$ cat config.mk
export PLATFORM = sky130hd
export DESIGN_NAME = bp_cce_inst_ram_loader_flat
export DESIGN_NICKNAME = d
export VERILOG_FILES = /design/src/rtl/bp_cce_inst_ram_loader_if.sv /design/src/rtl/bp_cce_inst_ram_loader.sv /design/src/flat_wrapper.sv
export SDC_FILE = /design/constraint.sdc
export NUM_CORES = 1
export LEC_CHECK = 0
export CAP_MARGIN = 25
export CORE_ASPECT_RATIO = 1.2
export CORE_UTILIZATION = 36
export DETAILED_ROUTE_END_ITERATION = 6
export HOLD_SLACK_MARGIN = 0.15
export PLACE_DENSITY = 0.77
export SYNTH_ARGS = -nofsm -noshare
export SYNTH_HDL_FRONTEND = slang
export SYNTH_SLANG_ARGS = --single-unit
$ cat constraint.sdc
create_clock -name clk_i -period 1.4 [get_ports clk_i]
set_input_delay 0.14 -clock clk_i [delete_from_list [all_inputs] [get_ports clk_i]]
set_output_delay 0.14 -clock clk_i [all_outputs]
set_load 0.01 [all_outputs]
$ cat src/rtl/bp_cce_inst_ram_loader_if.sv
// Boot-ROM read port and config-link request/readback bundle of the CCE instruction RAM loader.
interface bp_cce_inst_ram_loader_if #(
    parameter int inst_ram_els_p        = 4,
    parameter int inst_width_p          = 48,
    parameter int cfg_link_addr_width_p = 16,
    parameter int cfg_link_data_width_p = 32
);
    localparam int inst_addr_width_lp =
        (inst_ram_els_p == 1) ? 1 : $clog2(inst_ram_els_p);

    logic [inst_addr_width_lp-1:0]      rom_addr_o;
    logic                               rom_v_o;
    logic [inst_width_p-1:0]            rom_data_i;

    logic [cfg_link_addr_width_p-2:0]   config_addr_o;
    logic [cfg_link_data_width_p-1:0]   config_data_o;
    logic                               config_v_o;
    logic                               config_w_o;
    logic                               config_ready_i;

    logic [cfg_link_data_width_p-1:0]   config_data_i;
    logic                               config_v_i;
    logic                               config_ready_o;

    modport master (
        output rom_addr_o, rom_v_o,
        input  rom_data_i,
        output config_addr_o, config_data_o, config_v_o, config_w_o,
        input  config_ready_i,
        input  config_data_i, config_v_i,
        output config_ready_o
    );

    modport slave (
        input  rom_addr_o, rom_v_o,
        output rom_data_i,
        input  config_addr_o, config_data_o, config_v_o, config_w_o,
        output config_ready_i,
        output config_data_i, config_v_i,
        input  config_ready_o
    );
endinterface

$ cat src/rtl/bp_cce_inst_ram_loader.sv
// Copies boot-ROM instructions into the CCE instruction RAM over the config link.
// Define BP_CCE_INST_RAM_LOADER_VERIFY_EN to read back and compare every entry.
module bp_cce_inst_ram_loader #(
    parameter int inst_ram_els_p        = 4,
    parameter int inst_width_p          = 48,
    parameter int cfg_link_addr_width_p = 16,
    parameter int cfg_link_data_width_p = 32
) (
    input  logic clk_i,
    input  logic reset_i,
    input  logic start_i,
    bp_cce_inst_ram_loader_if.master bus,
    output logic freeze_o,
    output logic done_o,
    output logic error_o
);
    localparam int inst_addr_width_lp =
        (inst_ram_els_p == 1) ? 1 : $clog2(inst_ram_els_p);
    localparam int hi_width_lp = inst_width_p - cfg_link_data_width_p;
    localparam int cfg_addr_w_lp = cfg_link_addr_width_p - 1;
    localparam logic [inst_addr_width_lp-1:0] last_idx_lp =
        inst_addr_width_lp'(inst_ram_els_p - 1);

    localparam logic [3:0] RESET   = 4'd0;
    localparam logic [3:0] IDLE    = 4'd1;
    localparam logic [3:0] ROM_RD  = 4'd2;
    localparam logic [3:0] ROM_CAP = 4'd3;
    localparam logic [3:0] WR_LO   = 4'd4;
    localparam logic [3:0] WR_HI   = 4'd5;
    localparam logic [3:0] NEXT    = 4'd6;
    localparam logic [3:0] DONE    = 4'd7;
    localparam logic [3:0] ERROR   = 4'd8;
`ifdef BP_CCE_INST_RAM_LOADER_VERIFY_EN
    localparam logic [3:0] RD_LO_REQ  = 4'd9;
    localparam logic [3:0] RD_LO_RESP = 4'd10;
    localparam logic [3:0] RD_HI_REQ  = 4'd11;
    localparam logic [3:0] RD_HI_RESP = 4'd12;
`endif

    logic [3:0]                    state_r, state_n;
    logic [inst_addr_width_lp-1:0] idx_r;
    logic [inst_width_p-1:0]       inst_r;

    logic [cfg_link_data_width_p-1:0] lo_data, hi_data;

    assign lo_data = inst_r[cfg_link_data_width_p-1:0];

    // hi part is zero-extended to the full link data width
    always_comb begin
        hi_data = '0;
        hi_data[hi_width_lp-1:0] =
            inst_r[inst_width_p-1:cfg_link_data_width_p];
    end

`ifdef BP_CCE_INST_RAM_LOADER_VERIFY_EN
    logic lo_match, hi_match;
    assign lo_match = (bus.config_data_i == lo_data);
    assign hi_match = (bus.config_data_i == hi_data);
`else
    logic unused_readback;
    assign unused_readback = ^{bus.config_data_i, bus.config_v_i};
`endif

    always_comb begin
        state_n = state_r;
        unique case (state_r)
            RESET:   state_n = IDLE;
            IDLE:    if (start_i) state_n = ROM_RD;
            ROM_RD:  state_n = ROM_CAP;
            ROM_CAP: state_n = WR_LO;
            WR_LO:   if (bus.config_ready_i) state_n = WR_HI;
`ifdef BP_CCE_INST_RAM_LOADER_VERIFY_EN
            WR_HI:   if (bus.config_ready_i) state_n = RD_LO_REQ;
            RD_LO_REQ:
                if (bus.config_ready_i) state_n = RD_LO_RESP;
            RD_LO_RESP:
                if (bus.config_v_i)
                    state_n = lo_match ? RD_HI_REQ : ERROR;
            RD_HI_REQ:
                if (bus.config_ready_i) state_n = RD_HI_RESP;
            RD_HI_RESP:
                if (bus.config_v_i)
                    state_n = hi_match ? NEXT : ERROR;
`else
            WR_HI:   if (bus.config_ready_i) state_n = NEXT;
`endif
            NEXT:    state_n = (idx_r == last_idx_lp) ? DONE : ROM_RD;
            DONE:    state_n = DONE;
            ERROR:   state_n = ERROR;
            default: state_n = RESET;
        endcase
    end

    always_ff @(posedge clk_i or posedge reset_i) begin
        if (reset_i) begin
            state_r <= RESET;
            idx_r   <= '0;
            inst_r  <= '0;
        end else begin
            state_r <= state_n;
            if (state_r == IDLE && start_i)
                idx_r <= '0;
            else if (state_r == NEXT && idx_r != last_idx_lp)
                idx_r <= idx_r + 1'b1;
            if (state_r == ROM_CAP)
                inst_r <= bus.rom_data_i;
        end
    end

    logic is_wr_lo, is_wr_hi, is_rd_lo, is_rd_hi;
    assign is_wr_lo = (state_r == WR_LO);
    assign is_wr_hi = (state_r == WR_HI);
`ifdef BP_CCE_INST_RAM_LOADER_VERIFY_EN
    assign is_rd_lo = (state_r == RD_LO_REQ);
    assign is_rd_hi = (state_r == RD_HI_REQ);
    assign bus.config_ready_o = (state_r == RD_LO_RESP)
                              | (state_r == RD_HI_RESP);
    assign error_o = (state_r == ERROR);
`else
    assign is_rd_lo = 1'b0;
    assign is_rd_hi = 1'b0;
    assign bus.config_ready_o = 1'b0;
    assign error_o = 1'b0;
`endif

    assign bus.rom_v_o    = (state_r == ROM_RD);
    assign bus.rom_addr_o = idx_r;

    assign bus.config_v_o = is_wr_lo | is_wr_hi | is_rd_lo | is_rd_hi;
    assign bus.config_w_o = is_wr_lo | is_wr_hi;

    // msb selects the instruction RAM, bit 0 selects the hi half
    always_comb begin
        bus.config_addr_o = '0;
        bus.config_addr_o[cfg_addr_w_lp-1] = 1'b1;
        bus.config_addr_o[1 +: inst_addr_width_lp] = idx_r;
        bus.config_addr_o[0] = is_wr_hi | is_rd_hi;
    end

    always_comb begin
        bus.config_data_o = '0;
        if (is_wr_lo) bus.config_data_o = lo_data;
        if (is_wr_hi) bus.config_data_o = hi_data;
    end

    assign freeze_o = (state_r != DONE);
    assign done_o   = (state_r == DONE);

endmodule

$ cat src/flat_wrapper.sv
// flat-port wrapper written by rule: the top's interface ports become plain ports
module bp_cce_inst_ram_loader_flat 
#(
    parameter int inst_ram_els_p        = 4,
    parameter int inst_width_p          = 48,
    parameter int cfg_link_addr_width_p = 16,
    parameter int cfg_link_data_width_p = 32
)
  (clk_i, reset_i, start_i, freeze_o, done_o, error_o, bus_rom_addr_o, bus_rom_v_o, bus_rom_data_i, bus_config_addr_o, bus_config_data_o, bus_config_v_o, bus_config_w_o, bus_config_ready_i, bus_config_data_i, bus_config_v_i, bus_config_ready_o);
  bp_cce_inst_ram_loader_if #(.inst_ram_els_p(inst_ram_els_p), .inst_width_p(inst_width_p), .cfg_link_addr_width_p(cfg_link_addr_width_p), .cfg_link_data_width_p(cfg_link_data_width_p)) bus_i ();
  input  logic clk_i;
  input  logic reset_i;
  input  logic start_i;
  output logic freeze_o;
  output logic done_o;
  output logic error_o;
  output wire logic [$bits(bus_i.rom_addr_o)-1:0] bus_rom_addr_o;
  output wire logic [$bits(bus_i.rom_v_o)-1:0] bus_rom_v_o;
  input wire logic [$bits(bus_i.rom_data_i)-1:0] bus_rom_data_i;
  output wire logic [$bits(bus_i.config_addr_o)-1:0] bus_config_addr_o;
  output wire logic [$bits(bus_i.config_data_o)-1:0] bus_config_data_o;
  output wire logic [$bits(bus_i.config_v_o)-1:0] bus_config_v_o;
  output wire logic [$bits(bus_i.config_w_o)-1:0] bus_config_w_o;
  input wire logic [$bits(bus_i.config_ready_i)-1:0] bus_config_ready_i;
  input wire logic [$bits(bus_i.config_data_i)-1:0] bus_config_data_i;
  input wire logic [$bits(bus_i.config_v_i)-1:0] bus_config_v_i;
  output wire logic [$bits(bus_i.config_ready_o)-1:0] bus_config_ready_o;
  assign bus_rom_addr_o = bus_i.rom_addr_o;
  assign bus_rom_v_o = bus_i.rom_v_o;
  assign bus_i.rom_data_i = bus_rom_data_i;
  assign bus_config_addr_o = bus_i.config_addr_o;
  assign bus_config_data_o = bus_i.config_data_o;
  assign bus_config_v_o = bus_i.config_v_o;
  assign bus_config_w_o = bus_i.config_w_o;
  assign bus_i.config_ready_i = bus_config_ready_i;
  assign bus_i.config_data_i = bus_config_data_i;
  assign bus_i.config_v_i = bus_config_v_i;
  assign bus_config_ready_o = bus_i.config_ready_o;
  bp_cce_inst_ram_loader #(.inst_ram_els_p(inst_ram_els_p), .inst_width_p(inst_width_p), .cfg_link_addr_width_p(cfg_link_addr_width_p), .cfg_link_data_width_p(cfg_link_data_width_p)) u_core (.clk_i(clk_i), .reset_i(reset_i), .start_i(start_i), .bus(bus_i), .freeze_o(freeze_o), .done_o(done_o), .error_o(error_o));
endmodule
==> results.yml, run 1 <==
layout:
  design_area_mm2: 0.00447
  antenna-diode-count: 0
  utilization_pct: 61.0
  final_common_cell: "dfrtp_1"
  drive_gt1_share_pct: 53.0
  layout.nets: 415
  syn_to_final_growth_pct: 62.9
  most-common-layout-cells: "dfrtp_1 (52), clkdlybuf4s50_1 (51), mux2_4 (49)"
  finalNonFillerCells: 420
place:
  io_buffers: 93
  place_area_mm2: 0.00379
  gp_congestion: 0.714
  dpl.cell_count: 388
  hpwlAfterDp_mm: 4.23
route:
  dr_wl_met3_um: 380
  vias: 2054
  wl_met2_mm: 3.98
  maxUsedRoutingLayer: "met4"
  via_per_inst: 4.89
  ant_nets: 0
  wl_mm: 7.55
  drt_iter0_drc: 127
  wl_met1_mm: 3.04
  routedWlPerCell_um: 18.0
  dr.pass1.iters: 4
  drc: 0
cts:
  clock_sinks: 54
  clock_insertion_delay_worst_skew_ns: 0.31
  h-tree-depth: 2
  clkTransAtPathRegs_ns: 0.10
  root_buffer: "clkbuf_8"
  cts_buffer_depth: 2
  cts_tree: "built"
  cts_buffers: 5
grt:
  grt_pass1_vias: 2129
  grt_max_degree: 21
  grt_usage_pct: 18.7
  grt_pass1_wl_mm: 11.2
  gr-total-overflow: 0
  antenna_found_initial: 0
worst_setup_path:
  r2r_slack_ns: -0.30
  crit_fanout: 10
  crit_required_ns: 1.26
  max_stage_delay_ns: 0.47
  cp.depth: 6
  crit_end: "bus_config_data_o[0]"
  critPathTopFamily: "flip-flops"
  reg2reg_to: "u_core.inst_r[33]"
  arrival_ns: 1.59
  cp_num_buf_inv: 3
  r2r_cells: 6
  cp-startpoint: "u_core.state_r[0]"
  end_kind: "primary output"
  critPathKind: "reg2out"
  start_kind: "flip-flop"
  critical-path-slowest-cell: "dfrtp_2"
  r2r-start: "u_core.state_r[1]"
  crit_chain: "buf_4 -> nand2b_4 -> nor2_4 -> buf_12 -> a22o_1 -> buf_2"
die:
  die_area_mm2: 0.00797
  die_w_um: 81.7
  die_y_um: 97.6
  io_pins: 141
  coreArea_mm2: 0.00732
  rows: 34
  start_util_pct: 37.5
yosys:
  synth_seq_area_share_pct: 49.3
  yosysWarnings: 0
  syn_area_mm2: 0.00274
  syn_inst: 204
  post_synth.cell_area_avg_um2: 13.4
  ys_seq_elements: 54
  ys_types: 31
power_and_ir_drop:
  peakVddDrop_mv: 1.06
  power_density_mw_per_mm2: 2220
  total_power_mw: 9.91
  p_leak_nw: 2.08
run_status:
  violations: "negative setup slack"
  outcome: "complete, but fails checks"
timing:
  slew_viol_final: 0
  period_share_pct: 123
  fin_hold_ws_ns: 0.182
  rsz0062_at_grt: "true"
  fmax_mhz: 579
  setup_ws_ns: -0.326
  period_minus_slack_ns: 1.73
  skew_ns: 0.00675
  hold_viol: 0
  setup_violations: 86
job:
  maxCapViolCount: 0
hold_path:
  hold_path_class: "in2async"
## sequential cells by signal, summed over array words and instances, names as in the netlist
signal,flops
u_core.bus.rom_addr_o,2
u_core.inst_r,48
u_core.state_r,4
## synth_stat cells
| cell | number | area share [%] |
|---|---|---|
| a21boi_0 | 1 | 0.27 |
| a21oi_1 | 3 | 0.55 |
| a22o_1 | 16 | 5.1 |
| and2_1 | 17 | 3.9 |
| buf_12 | 2 | 1.5 |
| buf_2 | 4 | 0.73 |
| buf_4 | 22 | 6.0 |
| buf_6 | 2 | 0.82 |
| clkbuf_2 | 1 | 0.18 |
| conb_1 | 2 | 0.27 |
| dfrtp_1 | 54 | 49 |
| ha_1 | 1 | 0.46 |
| inv_1 | 5 | 0.68 |
| mux2_2 | 29 | 12 |
| mux2_4 | 20 | 11 |
| mux2i_1 | 1 | 0.37 |
| nand2_1 | 1 | 0.14 |
| nand2b_4 | 2 | 1.0 |
| nand3_1 | 2 | 0.37 |
| nor2_1 | 2 | 0.27 |
| nor2_4 | 1 | 0.41 |
| nor2b_1 | 1 | 0.23 |
| nor3_1 | 1 | 0.18 |
| nor3_4 | 2 | 1.2 |
| nor3b_1 | 3 | 0.82 |
| nor4_1 | 1 | 0.23 |
| nor4b_1 | 2 | 0.64 |
| o21ai_0 | 3 | 0.55 |
| o21ba_2 | 1 | 0.37 |
| o32ai_1 | 1 | 0.32 |
| o41ai_1 | 1 | 0.32 |
## worst register-to-register path, delay by kind of cell (launching register included)
family / cells / cell delay, ns
buf+inv: 3 / 0.48
flops: 1 / 0.45
mux: 1 / 0.30
simple gates: 2 / 0.35
## power breakdown
| group | internal, mW | leakage [nW] | switching [mW] | total [mW] |
|---|---|---|---|---|
| clock | 0.533 | 0.0504 | 0.532 | 1.07 |
| combinational | 3.76 | 1.39 | 2.21 | 5.96 |
| sequential | 2.36 | 0.640 | 0.525 | 2.89 |
## timing repair
item                                    in CTS  in global routing
hold buffers                                 0                  0
gates resized for setup                    228                 53
endpoints found under the setup margin      93                 91
buffers inserted                            14                  7
pin swaps                                   24                 11
gates cloned                                 8                  2
## how the worst min path moves through the flow
stage / to / depth (start not counted) / start / slack [ns]
final: u_core.inst_r[31] / 2 / reset_i / 0.18
after global routing: u_core.inst_r[31] / 2 / reset_i / 0.21
after floorplan: u_core.bus.rom_addr_o[0] / 1 / reset_i / 0.21
after global placement: u_core.inst_r[16] / 1 / u_core.inst_r[16] / 0.48
after detailed placement: u_core.inst_r[23] / 1 / u_core.inst_r[23] / 0.49
after CTS: u_core.inst_r[21] / 2 / reset_i / 0.19
## metrics by stage
stage | setup WS (ns) | TNS, ns
after floorplan | 0.0136 | 0
after global placement | -0.364 | -23.82
after detailed placement | -0.392 | -27.18
after CTS | -0.373 | -23.38
after global routing | -0.409 | -27.85
final | -0.326 | -22.19
## routing by layer
layer / up-vias / GRT usage (%)
met1: 1020 / 23.7
met5: - / 0
met2: 87 / 32.9
li1: 933 / -
met3: 14 / 3.57
met4: 0 / 2.97
## final cells by class
cell class | instances | area (µm²)
clock inverters | 3 | 45.0
clock buffers | 5 | 68.8
repair buffers | 137 | 1450
well taps | 90 | 113
inverters | 5 | 22.5
multi-input cells | 126 | 1420
fillers | 577 | 2850
flip-flops and latches | 54 | 1350
## kinds of logic (layout without fill, tap and decap cells)
kind of cell / count (synthesis) / in the layout / synth area share [%]
flops: 54 / 54 / 49.3
mux: 50 / 50 / 23.2
buf+inv: 36 / 150 / 9.90
simple gates: 35 / 35 / 9.36
compound gates: 26 / 26 / 7.48
other cells: 2 / 14 / 0.274
fa+ha+maj: 1 / 1 / 0.456
No activity file was read; power rests on OpenSTA's default activity.
==> run 2: changes to the inputs <==
--- a/config.mk
+++ b/config.mk
@@ -5,10 +5,12 @@
 export SDC_FILE = /design/constraint.sdc
 export NUM_CORES = 1
 export LEC_CHECK = 0
+export ABC_AREA = 1
 export CAP_MARGIN = 25
 export CORE_ASPECT_RATIO = 1.2
 export CORE_UTILIZATION = 36
 export DETAILED_ROUTE_END_ITERATION = 6
+export GPL_ROUTABILITY_DRIVEN = 0
 export HOLD_SLACK_MARGIN = 0.15
 export PLACE_DENSITY = 0.77
 export SYNTH_ARGS = -nofsm -noshare
==> run 2 against run 1 <==
Net effect: the run still ends with negative setup slack left; sequential cell count unchanged; largest power group unchanged; first-iteration DRC count fell by 46%; global-route usage fell by 1.1 points; clock power shrank 23%; worst hold slack better by 0.068 ns; combinational power up 3.5%; maximum frequency increased by 2.3%; die area about the same; setup slack improved by 0.039 ns; critical endpoint is now bus_config_data_o[14]; routed wire length rose by 3.5%.
==> results.yml, run 2 <==
layout:
  largest_register_ffs: 48
  finalNonFillerCells: 535
  regMostFlops: "u_core.inst_r"
  syn_to_final_growth_pct: 70.3
  design_area_mm2: 0.00467
  antenna-diode-count: 0
  layout.nets: 531
  most-common-layout-cells: "inv_1 (55), dfrtp_1 (54), clkdlybuf4s50_1 (51)"
  drive_gt1_share_pct: 45.6
  final_common_cell: "inv_1"
worst_setup_path:
  arrival_ns: 1.55
  start_kind: "flip-flop"
  critPathKind: "reg2out"
  crit_chain: "nor2_4 -> buf_6 -> nand2_8 -> buf_12 -> o22ai_2 -> buf_2"
  cp.depth: 6
  crit_fanout: 7
  max_stage_delay_ns: 0.42
  end_kind: "primary output"
  crit_required_ns: 1.26
  r2r_cells: 8
  cp_num_buf_inv: 3
  critPathTopFamily: "buffers and inverters"
  critical-path-slowest-cell: "dfrtp_1"
yosys:
  ys_types: 24
  yosysTopAreaCellShare_pct: 49.3
  synth_edf_count: 0
  syn_area_mm2: 0.00274
  synth_commonest_cells: "nor2_1 (68), inv_1 (59), dfrtp_1 (54)"
  synth_seq_area_share_pct: 49.3
  synth-async-reset-ratio_pct: 100
  post_synth.cell_area_avg_um2: 8.68
  yosysTopAreaCell: "dfrtp_1"
  synth-main-ff-cell: "dfrtp_1"
  yosysWarnings: 0
  syn_inst: 316
  synth_most_common_cell: "nor2_1"
  yosys-top-cells-area: "dfrtp_1 (49%), a21oi_2 (12%), nor2_1 (9.3%), inv_1 (8.1%), buf_4 (4.9%)"
  ys_seq_elements: 54
die:
  die_area_mm2: 0.00797
  die_y_um: 97.6
  rows: 34
  io_pins: 141
  die_w_um: 81.7
  start_util_pct: 37.5
  coreArea_mm2: 0.00732
grt:
  gr-total-overflow: 0
  grt_usage_pct: 17.6
  antenna_found_initial: 0
  grt_max_degree: 55
  grt_pass1_wl_mm: 10.9
  grt_pass1_vias: 2404
route:
  routedWlPerCell_um: 14.6
  drt_iter0_drc: 68
  via_per_inst: 4.67
  ant_nets: 0
  vias: 2496
  dr.pass1.iters: 4
  drc: 0
  wl_mm: 7.81
power_and_ir_drop:
  p_leak_nw: 2.30
  peakVddDrop_mv: 1.05
  power_density_mw_per_mm2: 2040
cts:
  clkTransAtPathRegs_ns: 0.09
  cts_tree: "built"
  root_buffer: "clkbuf_8"
  clock_insertion_delay_worst_skew_ns: 0.30
  h-tree-depth: 2
  cts_buffer_depth: 2
  clock_sinks: 54
  cts_buffers: 5
  cts_hold_repair.buffers: 0
timing:
  rsz0062_at_grt: "true"
  skew_ns: 0.00615
  slew_viol_final: 0
  period_share_pct: 120
  fmax_mhz: 593
  hold_viol: 0
  setup_ws_ns: -0.287
  period_minus_slack_ns: 1.69
  fin_hold_ws_ns: 0.251
  setup_violations: 86
run_status:
  outcome: "complete, but fails checks"
  violations: "negative setup slack"
hold_path:
  hold_path_class: "in2async"
place:
  place_area_mm2: 0.00382
  hpwlAfterDp_mm: 4.47
  io_buffers: 93
  dpl.cell_count: 501
job:
  maxCapViolCount: 0
-- run 2: changes by cell type after synthesis, moves of 4 or more --
cell      change
buf_4         -4
clkbuf_1      +4
mux2_4       -20
o22ai_1      +15
inv_1        +54
mux2_2       -29
nand3_1       +5
a22o_1       -16
and2_1       -17
a21oi_2      +38
nand2_1      +14
a21oi_1       +6
nor2_1       +66
-- run 2: where the power goes --
group	internal, mW	switching (mW)
clock	0.346	0.473
combinational	2.92	3.25
sequential	2.32	0.242
total	5.58	3.96
-- run 2: what timing repair did --
action	CTS	global route
endpoints found under the setup margin	42	85
pin swaps	6	10
cloned	2	14
gates resized for setup	201	98
endpoints found under the hold margin	0	0
buffers inserted	6	6
-- run 2: logic make-up after synthesis --
| logic type | synth area share [%] |
|---|---|
| AND/OR/NAND/NOR | 15.2 |
| buffers and inverters | 17.0 |
| AO/OA/AOI/OAI | 17.8 |
| flip-flops | 49.3 |
| other | 0.274 |
| adder cells (fa/ha/maj) | 0.456 |
-- run 2: final timing paths --
| path | from | to | slack [ns] |
|---|---|---|---|
| setup / recovery | u_core.state_r[3] | bus_config_data_o[14] | -0.29 |
| hold / removal | reset_i | u_core.inst_r[37] | 0.25 |
| setup reg to reg | u_core.state_r[3] | u_core.inst_r[15] | -0.12 |
| hold reg to reg | u_core.inst_r[47] | u_core.inst_r[47] | 0.50 |
| max in group asynchronous | reset_i | u_core.inst_r[24] | 0.90 |
| min in group clk_i | bus_rom_data_i[47] | u_core.inst_r[47] | 0.42 |
-- run 2: area by class of cell --
class | count | area (µm²)
Sequential cell | 54 | 1350
Tap cell | 90 | 113
Multi-Input combinational cell | 181 | 1380
Inverter | 62 | 241
Timing Repair Buffer | 141 | 1510
Clock buffer | 7 | 76.3
Fill cell | 600 | 2650
-- run 2: stage by stage --
stage | worst slack, ns | util, % | setup TNS, ns | power, mW
4_1_cts | -0.269 | 54.2 | -8.10 | 7.93
6_report | -0.287 | 63.9 | -11.41 | 9.55
2_1_floorplan | 0.120 | - | 0 | 5.26
5_1_grt | -0.335 | 63.9 | -16.14 | 10.2
3_5_place_dp | -0.396 | 52.2 | -11.81 | 6.87
3_3_place_gp | -0.343 | 52.2 | -10.89 | 6.75
-- run 2: metal layers --
metal | vias to the layer above | part of all wire (%) | GRT usage (%)
met4 | 0 | 2.4 | 5.67
li1 | 1203 | - | -
met1 | 1204 | 40 | 21.6
met2 | 74 | 54 | 30.1
met5 | - | 0 | 0
met3 | 15 | 4.4 | 3.76
-- run 2: worst register-to-register path, cell delays in order, from the launching register on --
cell	delay [ns]
dfrtp_1	0.42
buf_4	0.15
buf_6	0.12
nor2_4	0.17
nand2_8	0.15
buf_4	0.17
buf_6	0.13
nor2_4	0.08
a21oi_2	0.03
==> run 3: changes to the inputs <==
--- a/config.mk
+++ b/config.mk
@@ -6,6 +6,7 @@
 export NUM_CORES = 1
 export LEC_CHECK = 0
 export ABC_AREA = 1
+export ABC_CLOCK_PERIOD_IN_PS = 1400
 export CAP_MARGIN = 25
 export CORE_ASPECT_RATIO = 1.2
 export CORE_UTILIZATION = 36
==> results of run 3 <==
The final DEF is identical to that of run 2; final timing and power are the same.
